### config.mk
export PLATFORM = sky130hd
export DESIGN_NAME = ramd32_fifo_ctrl
export DESIGN_NICKNAME = d
export VERILOG_FILES = /design/src/rtl/ramd32_fifo_pkg.sv /design/src/rtl/X_RAMD32.sv /design/src/rtl/ramd32_array.sv /design/src/rtl/ramd32_fifo_ctrl.sv
export SDC_FILE = /design/constraint.sdc
export NUM_CORES = 1
export LEC_CHECK = 0
export CAP_MARGIN = 20
export CORE_UTILIZATION = 55
export DETAILED_ROUTE_END_ITERATION = 8
export PLACE_DENSITY = 0.75
export SYNTH_ARGS = -nofsm -noshare
export SYNTH_HDL_FRONTEND = slang
export SYNTH_SLANG_ARGS = --single-unit
export TNS_END_PERCENT = 100
### constraint.sdc
create_clock -name i_clk -period 2.8 [get_ports i_clk]
set_clock_uncertainty 0.2 [all_clocks]
set_input_delay 0.28 -clock i_clk [delete_from_list [all_inputs] [get_ports i_clk]]
set_output_delay 0.28 -clock i_clk [all_outputs]
set_load 0.1 [all_outputs]
### src/rtl/ramd32_fifo_pkg.sv
// Shared sizing constants for the 32-deep distributed-RAM FIFO and its controller.
package ramd32_fifo_pkg;
    localparam int ADDR_W      = 5;
    localparam int PTR_W       = 6;
    localparam int RAM_DEPTH   = 32;
    localparam int LVL_W       = 6;
    localparam int TOTAL_DEPTH = 33;
endpackage

### src/rtl/X_RAMD32.sv
// Behavioural model of a 32x1 distributed RAM cell: synchronous write, asynchronous read.
module X_RAMD32 (
    output logic O,
    input  logic I,
    input  logic CLK,
    input  logic WE,
    input  logic RADR0,
    input  logic RADR1,
    input  logic RADR2,
    input  logic RADR3,
    input  logic RADR4,
    input  logic WADR0,
    input  logic WADR1,
    input  logic WADR2,
    input  logic WADR3,
    input  logic WADR4
);
    logic [31:0] r_mem;
    logic [4:0]  w_radr;
    logic [4:0]  w_wadr;

    assign w_radr = {RADR4, RADR3, RADR2, RADR1, RADR0};
    assign w_wadr = {WADR4, WADR3, WADR2, WADR1, WADR0};
    assign O      = r_mem[w_radr];

    always_ff @(posedge CLK) begin
        if (WE) r_mem[w_wadr] <= I;
    end
endmodule

### src/rtl/ramd32_array.sv
// WIDTH-bit wide, 32-deep RAM built from one X_RAMD32 cell per data bit.
module ramd32_array
    import ramd32_fifo_pkg::*;
#(
    parameter int WIDTH = 8
) (
    input  logic              i_clk,
    input  logic              i_we,
    input  logic [ADDR_W-1:0] i_wadr,
    input  logic [ADDR_W-1:0] i_radr,
    input  logic [WIDTH-1:0]  i_din,
    output logic [WIDTH-1:0]  o_dout
);
    for (genvar g = 0; g < WIDTH; g++) begin : g_cell
        X_RAMD32 u_cell (
            .O     (o_dout[g]),
            .I     (i_din[g]),
            .CLK   (i_clk),
            .WE    (i_we),
            .RADR0 (i_radr[0]),
            .RADR1 (i_radr[1]),
            .RADR2 (i_radr[2]),
            .RADR3 (i_radr[3]),
            .RADR4 (i_radr[4]),
            .WADR0 (i_wadr[0]),
            .WADR1 (i_wadr[1]),
            .WADR2 (i_wadr[2]),
            .WADR3 (i_wadr[3]),
            .WADR4 (i_wadr[4])
        );
    end
endmodule

### src/rtl/ramd32_fifo_ctrl.sv
// FIFO sequencer: RAM pointers, first-word-fall-through output register, occupancy and handshakes.
module ramd32_fifo_ctrl
    import ramd32_fifo_pkg::*;
#(
    parameter int WIDTH        = 8,
    parameter int AFULL_THRESH = 28
) (
    input  logic             i_clk,
    input  logic             i_rst_n,
    input  logic             i_flush,
    input  logic [WIDTH-1:0] i_wr_data,
    input  logic             i_wr_valid,
    output logic             o_wr_ready,
    output logic [WIDTH-1:0] o_rd_data,
    output logic             o_rd_valid,
    input  logic             i_rd_ready,
    output logic [LVL_W-1:0] o_level,
    output logic             o_empty,
    output logic             o_afull
);
    logic [PTR_W-1:0] r_wptr;
    logic [PTR_W-1:0] r_rptr;
    logic [WIDTH-1:0] r_rd_data;
    logic             r_rd_valid;
    logic [LVL_W-1:0] r_level;

    logic [WIDTH-1:0] w_ram_dout;
    logic             w_ram_full;
    logic             w_ram_empty;
    logic             w_wr_acc;
    logic             w_we;
    logic             w_pop;
    logic             w_load;

    assign w_ram_full  = (r_wptr[PTR_W-1] != r_rptr[PTR_W-1]) &&
                         (r_wptr[ADDR_W-1:0] == r_rptr[ADDR_W-1:0]);
    assign w_ram_empty = (r_wptr == r_rptr);

    // A pop in the same cycle never frees a RAM slot for a write while full.
    assign o_wr_ready = i_rst_n && !w_ram_full;
    assign w_wr_acc   = i_wr_valid && o_wr_ready;
    assign w_we       = w_wr_acc && !i_flush;
    assign w_pop      = r_rd_valid && i_rd_ready;
    assign w_load     = !w_ram_empty && (!r_rd_valid || i_rd_ready);

    ramd32_array #(.WIDTH(WIDTH)) u_array (
        .i_clk  (i_clk),
        .i_we   (w_we),
        .i_wadr (r_wptr[ADDR_W-1:0]),
        .i_radr (r_rptr[ADDR_W-1:0]),
        .i_din  (i_wr_data),
        .o_dout (w_ram_dout)
    );

    always_ff @(posedge i_clk) begin
        if (!i_rst_n) begin
            r_wptr     <= '0;
            r_rptr     <= '0;
            r_rd_data  <= '0;
            r_rd_valid <= 1'b0;
            r_level    <= '0;
        end else if (i_flush) begin
            r_wptr     <= '0;
            r_rptr     <= '0;
            r_rd_valid <= 1'b0;
            r_level    <= '0;
        end else begin
            if (w_wr_acc) r_wptr <= r_wptr + PTR_W'(1);
            if (w_load) begin
                r_rd_data  <= w_ram_dout;
                r_rd_valid <= 1'b1;
                r_rptr     <= r_rptr + PTR_W'(1);
            end else if (w_pop) begin
                r_rd_valid <= 1'b0;
            end
            // A prefetch only moves an entry from RAM to the output register.
            case ({w_wr_acc, w_pop})
                2'b10:   r_level <= r_level + LVL_W'(1);
                2'b01:   r_level <= r_level - LVL_W'(1);
                default: r_level <= r_level;
            endcase
        end
    end

    assign o_rd_data  = r_rd_data;
    assign o_rd_valid = r_rd_valid;
    assign o_level    = r_level;
    assign o_empty    = (r_level == '0);
    assign o_afull    = (r_level >= LVL_W'(AFULL_THRESH));
endmodule

Word level (Yosys, flattened, before mapping) --
Index checks and enable logic that the tools add are counted.
Storage, ports and cells: flip-flop bits (word level) 283, logic and storage cells 74
Operators by class: $add $sub $neg 4, $lt $le $gt $ge 4, eq/ne operators 5, muxes and demuxes 29, bitwise operators 2, reduce and logical (&&, ||, !) cells 17
Operators by type and width (number):
- 32-bit bitwise mux | 8
- 1-bit binary-select mux with 5-bit select | 8
- 6-bit by 1-bit adder with 6-bit output (second input constant) | 3
- 5-bit by 6-bit less-than comparator with 1-bit output (second input constant) | 2
- 6-bit case mux with 2 select lines | 1
- 1-bit 2-to-1 mux | 11
- 1-bit logical AND | 7
- 6-bit == test | 1
- 6-bit by 5-bit greater-or-equal comparator with 1-bit output (second input constant) | 1
- 6-bit logical NOT | 1
- 6-bit by 1-bit subtractor with 6-bit output (second input constant) | 1
- 1-bit demux with 5-bit select | 1
- 5-bit == test | 1
- 5-bit by 1-bit greater-or-equal comparator with 1-bit output (second input constant) | 1
- 1-bit logical NOT | 4
- 2-bit nonzero test | 2
- 2-bit by 1-bit == test with 1-bit output (second input constant) | 1
- 2-bit == test (second input constant) | 1
- 1-bit NOT | 2
- 2-bit AND reduction | 1
- 2-bit OR reduction | 1
- 1-bit logical OR | 1
- 1-bit != test | 1

Longest topological paths before layout --
Gate-level depths: netlist of run 1.
depth after elaboration 7, gate-level depth with buffers 12, depth with buffers taken out 11

Cells and area by module --
Synthesis of run 1 repeated with hierarchy kept, for this count alone.
Unflattened totals: cells, all modules 1116, area total of the unflattened synthesis 13445.4 um^2
Modules (own cells, without submodules):
- X_RAMD32 | times used 8, cells an instance 119, area each 1497.7 um^2
- ramd32_fifo_ctrl | times used 1, cells an instance 164, area each 1463.9 um^2

Worst setup path before layout of run 1 --
No wires, ideal clock.
kind reg-to-output, start point register r_level[1] (netlist: o_level[1]), end point output o_empty, arrival time 3.346 ns, required time 2.320 ns, path slack -1.026 ns, cell stages (with the launch flop) 3, path through dfxtp_1 or4_1 nor3_1
On the way: word-level cells in the longest chain between the ends 1
RTL lines:
- start, declared | line ramd32_fifo_ctrl.sv:25 | logic [LVL_W-1:0] r_level;
- start signal, assigned | line ramd32_fifo_ctrl.sv:78 | 2'b10: r_level <= r_level + LVL_W'(1);
- start signal, assigned | line ramd32_fifo_ctrl.sv:79 | 2'b01: r_level <= r_level - LVL_W'(1);
- start signal, assigned | line ramd32_fifo_ctrl.sv:80 | default: r_level <= r_level;
- 6-bit logical NOT | line ramd32_fifo_ctrl.sv:88 | assign o_empty = (r_level == '0);
- end, declared | line ramd32_fifo_ctrl.sv:18 | output logic o_empty,
Every way passes these cells.

Worst setup path in the final report of run 1 --
start point register r_rptr[0], end point register r_level[5] (netlist: o_level[5])
On the way: word-level cells in the longest chain between the ends 7, elaborated cells between the ends (all ways) 9
RTL lines:
- start, declared | line ramd32_fifo_ctrl.sv:22 | logic [PTR_W-1:0] r_rptr;
- start signal, assigned | line ramd32_fifo_ctrl.sv:72 | r_rptr <= r_rptr + PTR_W'(1);
- 5-bit == test * | line ramd32_fifo_ctrl.sv:36 | (r_wptr[ADDR_W-1:0] == r_rptr[ADDR_W-1:0]);
- 1-bit logical AND * | line ramd32_fifo_ctrl.sv:35 | assign w_ram_full = (r_wptr[PTR_W-1] != r_rptr[PTR_W-1]) &&
- 1-bit logical NOT * | line ramd32_fifo_ctrl.sv:40 | assign o_wr_ready = i_rst_n && !w_ram_full;
- 1-bit logical AND * | line ramd32_fifo_ctrl.sv:40
- 1-bit logical AND * | line ramd32_fifo_ctrl.sv:41 | assign w_wr_acc = i_wr_valid && o_wr_ready;
- 2-bit by 1-bit == test with 1-bit output / 2-bit == test (equally long branches) | line ramd32_fifo_ctrl.sv:77 | case ({w_wr_acc, w_pop})
- 6-bit case mux with 2 select lines / 2-bit nonzero test (equally long branches)
Mark *: on every way between the ends. The rest lies on a longest branch, timed or not. A chain may end at the register's enable or synchronous reset.

==> results of run 1 <==
==> registers in the layout, summed over array words and instances (netlist names) <==
register	flops
u_array.g_cell.u_cell.r_mem	256
o_rd_data	8
o_level	6
r_rptr	6
r_wptr	6
o_rd_valid	1
==> cell type report <==
cell class | instances | area, um2 | share of cell area
sequential | 283 | 8230 | 0.601
clock inverter | 21 | 194 | 0.0142
inverter | 7 | 28.8 | 0.00210
tap | 275 | 344 | 0.0251
multi-input combinational | 354 | 3320 | 0.242
timing repair buffer | 102 | 846 | 0.0617
clock buffer | 31 | 733 | 0.0535
==> timing repair <==
action / in CTS / in global routing
endpoints found under the setup margin: 0 / 1
buffers inserted: 0 / 3
resized for setup: 0 / 4
==> worst max-delay path by stage <==
stage	end	slack, ps	cells after the start
2_1_floorplan	o_empty	-180	2
3_3_place_gp	o_level[5]	20	11
3_5_place_dp	o_level[5]	-80	11
4_1_cts	o_level[5]	50	11
5_1_grt	o_level[5]	8	11
6_report	o_level[5]	90	11
==> metal layers <==
metal  GRT usage  routed length, um  part of all wire  up-vias
li1            -                  -                 -     2942
met1       0.322              10100              0.39     3378
met2       0.385              12300              0.48      321
met3      0.0488               2240             0.088       60
met4      0.0995                907             0.035        0
met5           0                  0                 0        -
==> cells in the final DEF, fill, tap and decap left out, types with 4 or more instances in the layout <==
| cell | netlist | final |
|---|---|---|
| a221oi_1 | 16 | 16 |
| o21ai_0 | 22 | 22 |
| a31o_2 | 4 | 4 |
| nand2_1 | 11 | 11 |
| clkinv_1 | 1 | 6 |
| o221ai_1 | 5 | 5 |
| mux4_2 | 43 | 43 |
| edfxtp_1 | 256 | 256 |
| clkinvlp_4 | 0 | 5 |
| ha_1 | 10 | 7 |
| nand3b_2 | 4 | 4 |
| buf_4 | 6 | 86 |
| nand3_1 | 5 | 5 |
| xnor2_1 | 11 | 11 |
| buf_12 | 1 | 4 |
| mux2i_1 | 65 | 65 |
| clkbuf_16 | 0 | 29 |
| a211o_1 | 6 | 6 |
| nor2_1 | 53 | 53 |
| or3_1 | 5 | 5 |
| clkdlybuf4s50_1 | 0 | 12 |
| nand2b_1 | 6 | 6 |
| clkinv_2 | 0 | 6 |
| a22oi_1 | 15 | 15 |
| a211oi_1 | 6 | 6 |
| a21oi_1 | 22 | 21 |
| dfxtp_1 | 27 | 25 |
| inv_1 | 5 | 5 |
==> where the power goes <==
group / internal, mW / switching (mW) / total [mW] / leakage [nW]
logic: 0.110 / 0.210 / 0.320 / 1.48
registers: 4.61 / 0.00817 / 4.62 / 2.52
clock network: 2.17 / 1.56 / 3.73 / 0.443
total: 6.89 / 1.78 / 8.66 / 4.44
==> critical path, cell delays in order, from the launching register on <==
cell and delay (ps):
dfxtp_4 360, xnor2_2 140, and3_4 200, a31oi_4 220, inv_4 60, ha_4 200
ha_4 270, a21o_1 140, a21oi_2 80, or4_4 430, a31o_2 210, a21oi_1 140
==> cells by family (layout without fill, tap and decap cells) <==
| kind of cell | count (synthesis) | in the layout | share of synthesized area |
|---|---|---|---|
| buffers and inverters | 42 | 161 | 0.0221 |
| DFF | 283 | 283 | 0.700 |
| and+or+nand+nor | 105 | 105 | 0.0447 |
| adders and majority gates | 11 | 11 | 0.0123 |
| xor gates and xnor gates | 15 | 15 | 0.0125 |
| muxes | 108 | 108 | 0.138 |
| AOI/OAI and AO/OA | 115 | 115 | 0.0708 |
==> Yosys cell counts (all sizes together), types with 3 or more instances <==
cell,instances,area share
a22oi,15,0.0096
a21oi,22,0.0094
mux2i,65,0.055
a31o,4,0.0030
nand2b,6,0.0032
ha,10,0.011
xor2,3,0.0029
nand3,5,0.0021
o21ai,22,0.0094
nor3,4,0.0017
a221oi,16,0.012
nand2,11,0.0035
buf,27,0.017
clkbuf,8,0.0026
xnor2,12,0.0096
or3,5,0.0027
mux4,43,0.082
dfxtp,27,0.046
a211o,6,0.0045
nor2,53,0.017
nand3b,7,0.0057
edfxtp,256,0.65
inv,6,0.0021
o221ai,5,0.0037
a211oi,6,0.0038
and2,3,0.0016
==> stage by stage <==
stage	setup TNS (ps)	util	power [mW]	setup WS (ps)	hold WS (ps)
finish	0	0.652	8.66	93.9	326
global route	0	0.652	8.90	7.88	340
detailed placement	-82.9	0.606	5.02	-82.9	305
floorplan	-217	-	4.89	-184	179
CTS	0	0.650	8.72	49.2	324
global placement	0	0.606	5.01	16.3	290
==> impl_results.md, run 1 <==
* Status: finished, violations left
* Violated checks: DRC
* Max_cap viols at 0
* RR Startpoint: r_rptr[0]
* Total track usage at 0.240
* Crit path time final at approximately 2700 ps
* Vias/cell at about 6.2
* Synthesis Warnings at 0
* Rows at 53
* WHS Path Cells at 1
* Clock sink count at 283
* Slew Viols, Final at 0
* GPL Wtd Cong at roughly 0.9
* Largest net degree at the start of global routing at 84
* Post-synth net total at ~700
* Post-route ant nets at 0
* Remaining Overflow, GRT at 0
* EDFF count, synth at around 260
* CP arrival at between 2000 and 3000 ps
* Vias in the first global route at between 6,000 and 7,000
* Top FF cell, synth: edfxtp_1
* Die Y at around 150 um
* Hold Path End: o_rd_data[0]
* Diode count at 0
* Fillers at 1,359
* Crit path required time at 3080 ps
* Fin nets at 800
* Fmax at between 0.3 and 0.4 GHz
* Static leakage at about 4.4 nW
* CTS buffer count at 28
* Initial DRC Count at about 730
* WL per Instance at between 20 and 25 um
* CTS tree: built
* R2R Path End: o_level[5]
* Startpoint Class: flip-flop
* RSZ-0062 raised after global routing: no
* Synth async-reset ratio at 0
* Number of synthesized register bits at ~280
* I/O Pins at 31
* Final instance area at roughly 14,000 um2
* Synthesis-to-finish area growth at 16.5%
* R2r setup slk at about 94 ps
* CTS max path bufs at 3
* Crit path max fanout at 7
* Initial antenna violation count at 0
* Yosys cell types at 57
* CTS H-Tree Depth at 1
* Mapped cell area at between 10,000 and 15,000 um2
* Least-Margin Pin Slew at 957 ps
* Pwr per Cell Area at around 630 nW/um2
* First-pass GRT wire length at around 40,000 um
* Die Area at approximately 22,000 um2
* Worst Setup End Kind: flip-flop
* Drt first pass iters at 9
* Root buf cell: clkbuf_16
* Placed insts at between 1,000 and 1,500
* Finished Layout Cells at 1,073
* Register area share after synthesis at 0.700
* Slew headroom at 0.358
* Max VDD drop at ~0.00054 V
* CTS hold repair buffers at 0
* Syn Area/Cell at approximately 17 um2
* Final period utilization at 0.966
* Starting Density at 0.559
* Core area at 21,000 um2
* Cell Area, Placed at ~13,000 um2
* Hold Vio Cnt, Final at 0
* Worst-path clk slew at roughly 60 ps
* DRC at 2
* Synth Instances at 679
* Clk_lat worst skew at ~550 ps
* Die span in x at 148 um
* Crit Path Class: reg2reg
* Crit. Startpoint: r_rptr[0]
* Reg2Reg Depth at 11
* Share of layout cells above drive strength 1 at 0.254
* DR vias at ~6,700
* Final wirelength at between 20,000 and 30,000 um
* Hold_sp: o_rd_data[0]
* Dpl hpwl at roughly 16,000 um
* Setup violation total in the final timing report at 0
* Port Buffers at 30
* Worst min path class: reg2reg
No activity file was read; power rests on OpenSTA's default activity.
==> run 2, diff against run 1 <==
--- a/config.mk
+++ b/config.mk
@@ -8,7 +8,8 @@
 export CAP_MARGIN = 20
 export CORE_UTILIZATION = 55
 export DETAILED_ROUTE_END_ITERATION = 8
-export PLACE_DENSITY = 0.75
+export PLACE_DENSITY = 0.72
+export SKIP_CTS_REPAIR_TIMING = 1
 export SYNTH_ARGS = -nofsm -noshare
 export SYNTH_HDL_FRONTEND = slang
 export SYNTH_SLANG_ARGS = --single-unit
==> constraint.sdc (replaced) <==
create_clock -name i_clk -period 3.35 [get_ports i_clk]
set_clock_uncertainty 0.2 [all_clocks]
set_input_delay 0.335 -clock i_clk [delete_from_list [all_inputs] [get_ports i_clk]]
set_output_delay 0.335 -clock i_clk [all_outputs]
set_load 0.1 [all_outputs]
==> run 2 against run 1 <==
The run now ends clean; count of clock-buffer cells in the layout is 8 higher; die area unchanged; design area shrank 0.69%; clock power shrank 11%; sequential cell count did not move; register-to-register slack improved by 90 ps; hold slack worse by 33 ps; final cell count is 1.5% lower; worst setup slack gained 86 ps; sequential share of layout area is 0.46 points higher; largest power group unchanged.
==> impl_results.md, run 2 (synthesis gave the netlist of run 1 again) <==
* Share of layout cells above drive strength 1 at 0.215 (-0.0396)
* RR Startpoint: r_wptr[4]
* CP Cell Sequence: xnor2_1, and3_4, a31oi_4, inv_4, ha_1, ha_1, a21o_1, a21oi_1, or4_1, a31o_2, a21oi_1
* Hold WS at 293 ps (-32.6 ps)
* Worst-path clk slew at 60 ps (about the same)
* Synthesis-to-finish area growth at 15.7%
* Max_cap viols at 0 (unchanged)
* Worst min path class: reg2reg
* Starting Density at 0.559 (unchanged)
* Total track usage at 0.232 (-0.00737)
* Vias/cell at 6.23 (-0.24%)
* Worst Setup End Kind: flip-flop
* Port Buffers at 30 (unchanged)
* Final TNS setup at 0 ps (unchanged)
* Fin nets at 783 (-2.1%)
* CP arrival at 3460 ps (+480 ps)
* Static leakage at 4.36 nW (-1.8%)
* Initial antenna violation count at 0 (unchanged)
* RSZ-0062 raised after global routing: no
* Rows at 53 (unchanged)
* Dpl hpwl at 15,500 um (-3.4%)
* Peak per-stage delay on the critical path at 550 ps (+120 ps)
* Vias in the first global route at 6,400 (-6.7%)
* Least-Margin Pin Slew at 971 ps (+14.3 ps)
* Root buf cell: clkbuf_16
* Clk_lat worst skew at 550 ps (about the same)
* DRC at 0 (-2)
* Register area at 8240 um2 (about the same)
* First-pass GRT wire length at 38,100 um (-2.3%)
* Crit path time final at 3170 ps (+464 ps)
* Final period utilization at 0.946 (-0.0201)
* Die Y at 148 um (unchanged)
* CTS H-Tree Depth at 1 (unchanged)
* Core area at 21,000 um2 (unchanged)
* CTS buffer count at 29 (+3.6%)
* Drt first pass iters at 5 (-4)
* Largest net degree at the start of global routing at 92 (+9.5%)
* Final Util at 0.647 (-0.00452)
* Fillers at 1,408 (+3.6%)
* Status: finished, final reports clean
* R2r setup slk at 180 ps (+90 ps)
* Post-route ant nets at 0 (unchanged)
* Max VDD drop at 0.000362 V (-33%)
* WHS Path Cells at 1 (unchanged)
* Remaining Overflow, GRT at 0 (unchanged)
* CTS tree: built
* Crit Path Class: reg2reg
* Worst path slowest cell: or4_1
* I/O Pins at 31 (unchanged)
* Hold Path End: o_rd_data[0]
* CTS max path bufs at 3 (unchanged)
* R2R Path End: o_level[5]
* Final wirelength at 24,800 um (-2.8%)
* Commonest cells after routing, fill and taps aside: edfxtp_1, mux2i_1, buf_4, nor2_1, mux4_2
* Crit path required time at 3640 ps (+560 ps)
* Die span in x at 148 um (unchanged)
* Crit path max fanout at 10 (+3)
* Die Area at 22,000 um2 (unchanged)
* Startpoint Class: flip-flop
* Fmax at 0.315 GHz (-15%)
* GPL Wtd Cong at 0.899 (+2.3%)
* Area taken by multi-input logic gates at 3270 um2 (-1.4%)
* Slew Viols, Final at 0 (unchanged)
* Clock sink count at 283 (unchanged)
* Slew headroom at 0.351 (-0.00771)
* WL per Instance at 23.5 um (-1.3%)
* Hold Vio Cnt, Final at 0 (unchanged)
* Max reg flops at 256 (unchanged)
* Pwr per Cell Area at 546 nW/um2 (-14%)
* Setup violation total in the final timing report at 0 (unchanged)
* Reg2Reg Depth at 11 (unchanged)
* Initial DRC Count at 607 (-17%)
* Hold_sp: o_rd_data[0]
* Register name with the most flops: u_array.g_cell.u_cell.r_mem
* Most common cell after layout, fill and taps aside: edfxtp_1
* DR vias at 6,585 (-1.7%)
* Diode count at 0 (unchanged)
run 2: worst max-delay path by stage:
stage,from,end,slack (ps),depth (start not counted)
after detailed placement,i_rst_n,o_level[5],90,11
after global routing,r_wptr[4],o_level[5],40,11
final,r_wptr[4],o_level[5],180,11
after CTS,r_wptr[4],o_level[5],70,11
after global placement,i_rst_n,o_level[5],220,11
after floorplan,r_rptr[0],o_level[5],280,12
run 2: power breakdown:
part           switching [mW]  total, mW  internal, mW
logic                   0.168      0.256        0.0884
registers             0.00737       3.86          3.85
clock network            1.29       3.32          2.02
run 2: layout make-up:
class / instances / area share
clock buffer: 39 / 0.0576
clock inverter: 15 / 0.0152
inverter: 7 / 0.00212
multi-input combinational: 354 / 0.241
sequential: 283 / 0.606
tap: 275 / 0.0253
timing repair buffer: 84 / 0.0537
run 2: layer usage:
| metal | track usage | up-vias | wire length [um] |
|---|---|---|---|
| li1 | - | 2913 | - |
| met5 | 0 | - | 0 |
| met1 | 0.340 | 3358 | 10600 |
| met2 | 0.368 | 271 | 12000 |
| met3 | 0.0267 | 43 | 1740 |
| met4 | 0.0773 | 0 | 565 |
run 2: stage by stage:
stage               std cells  total power, mW  setup slack, ps  cell area, um2
global route             1057             7.62             42.0           13600
finish                   1057             7.43              180           13600
CTS                      1057             7.48             65.6           13600
floorplan                 679             4.08              279           11800
global placement         1003             4.18              219           12600
detailed placement       1003             4.19             85.9           12600
run 2: critical path, delay by kind of cell (launching register included):
kind                       cells  cell delay, ps
AOI/OAI and AO/OA              5             900
and+or+nand+nor                2             730
adders and majority gates      2             670
DFF                            1             430
xor gates and xnor gates       1             120
buffers and inverters          1              50
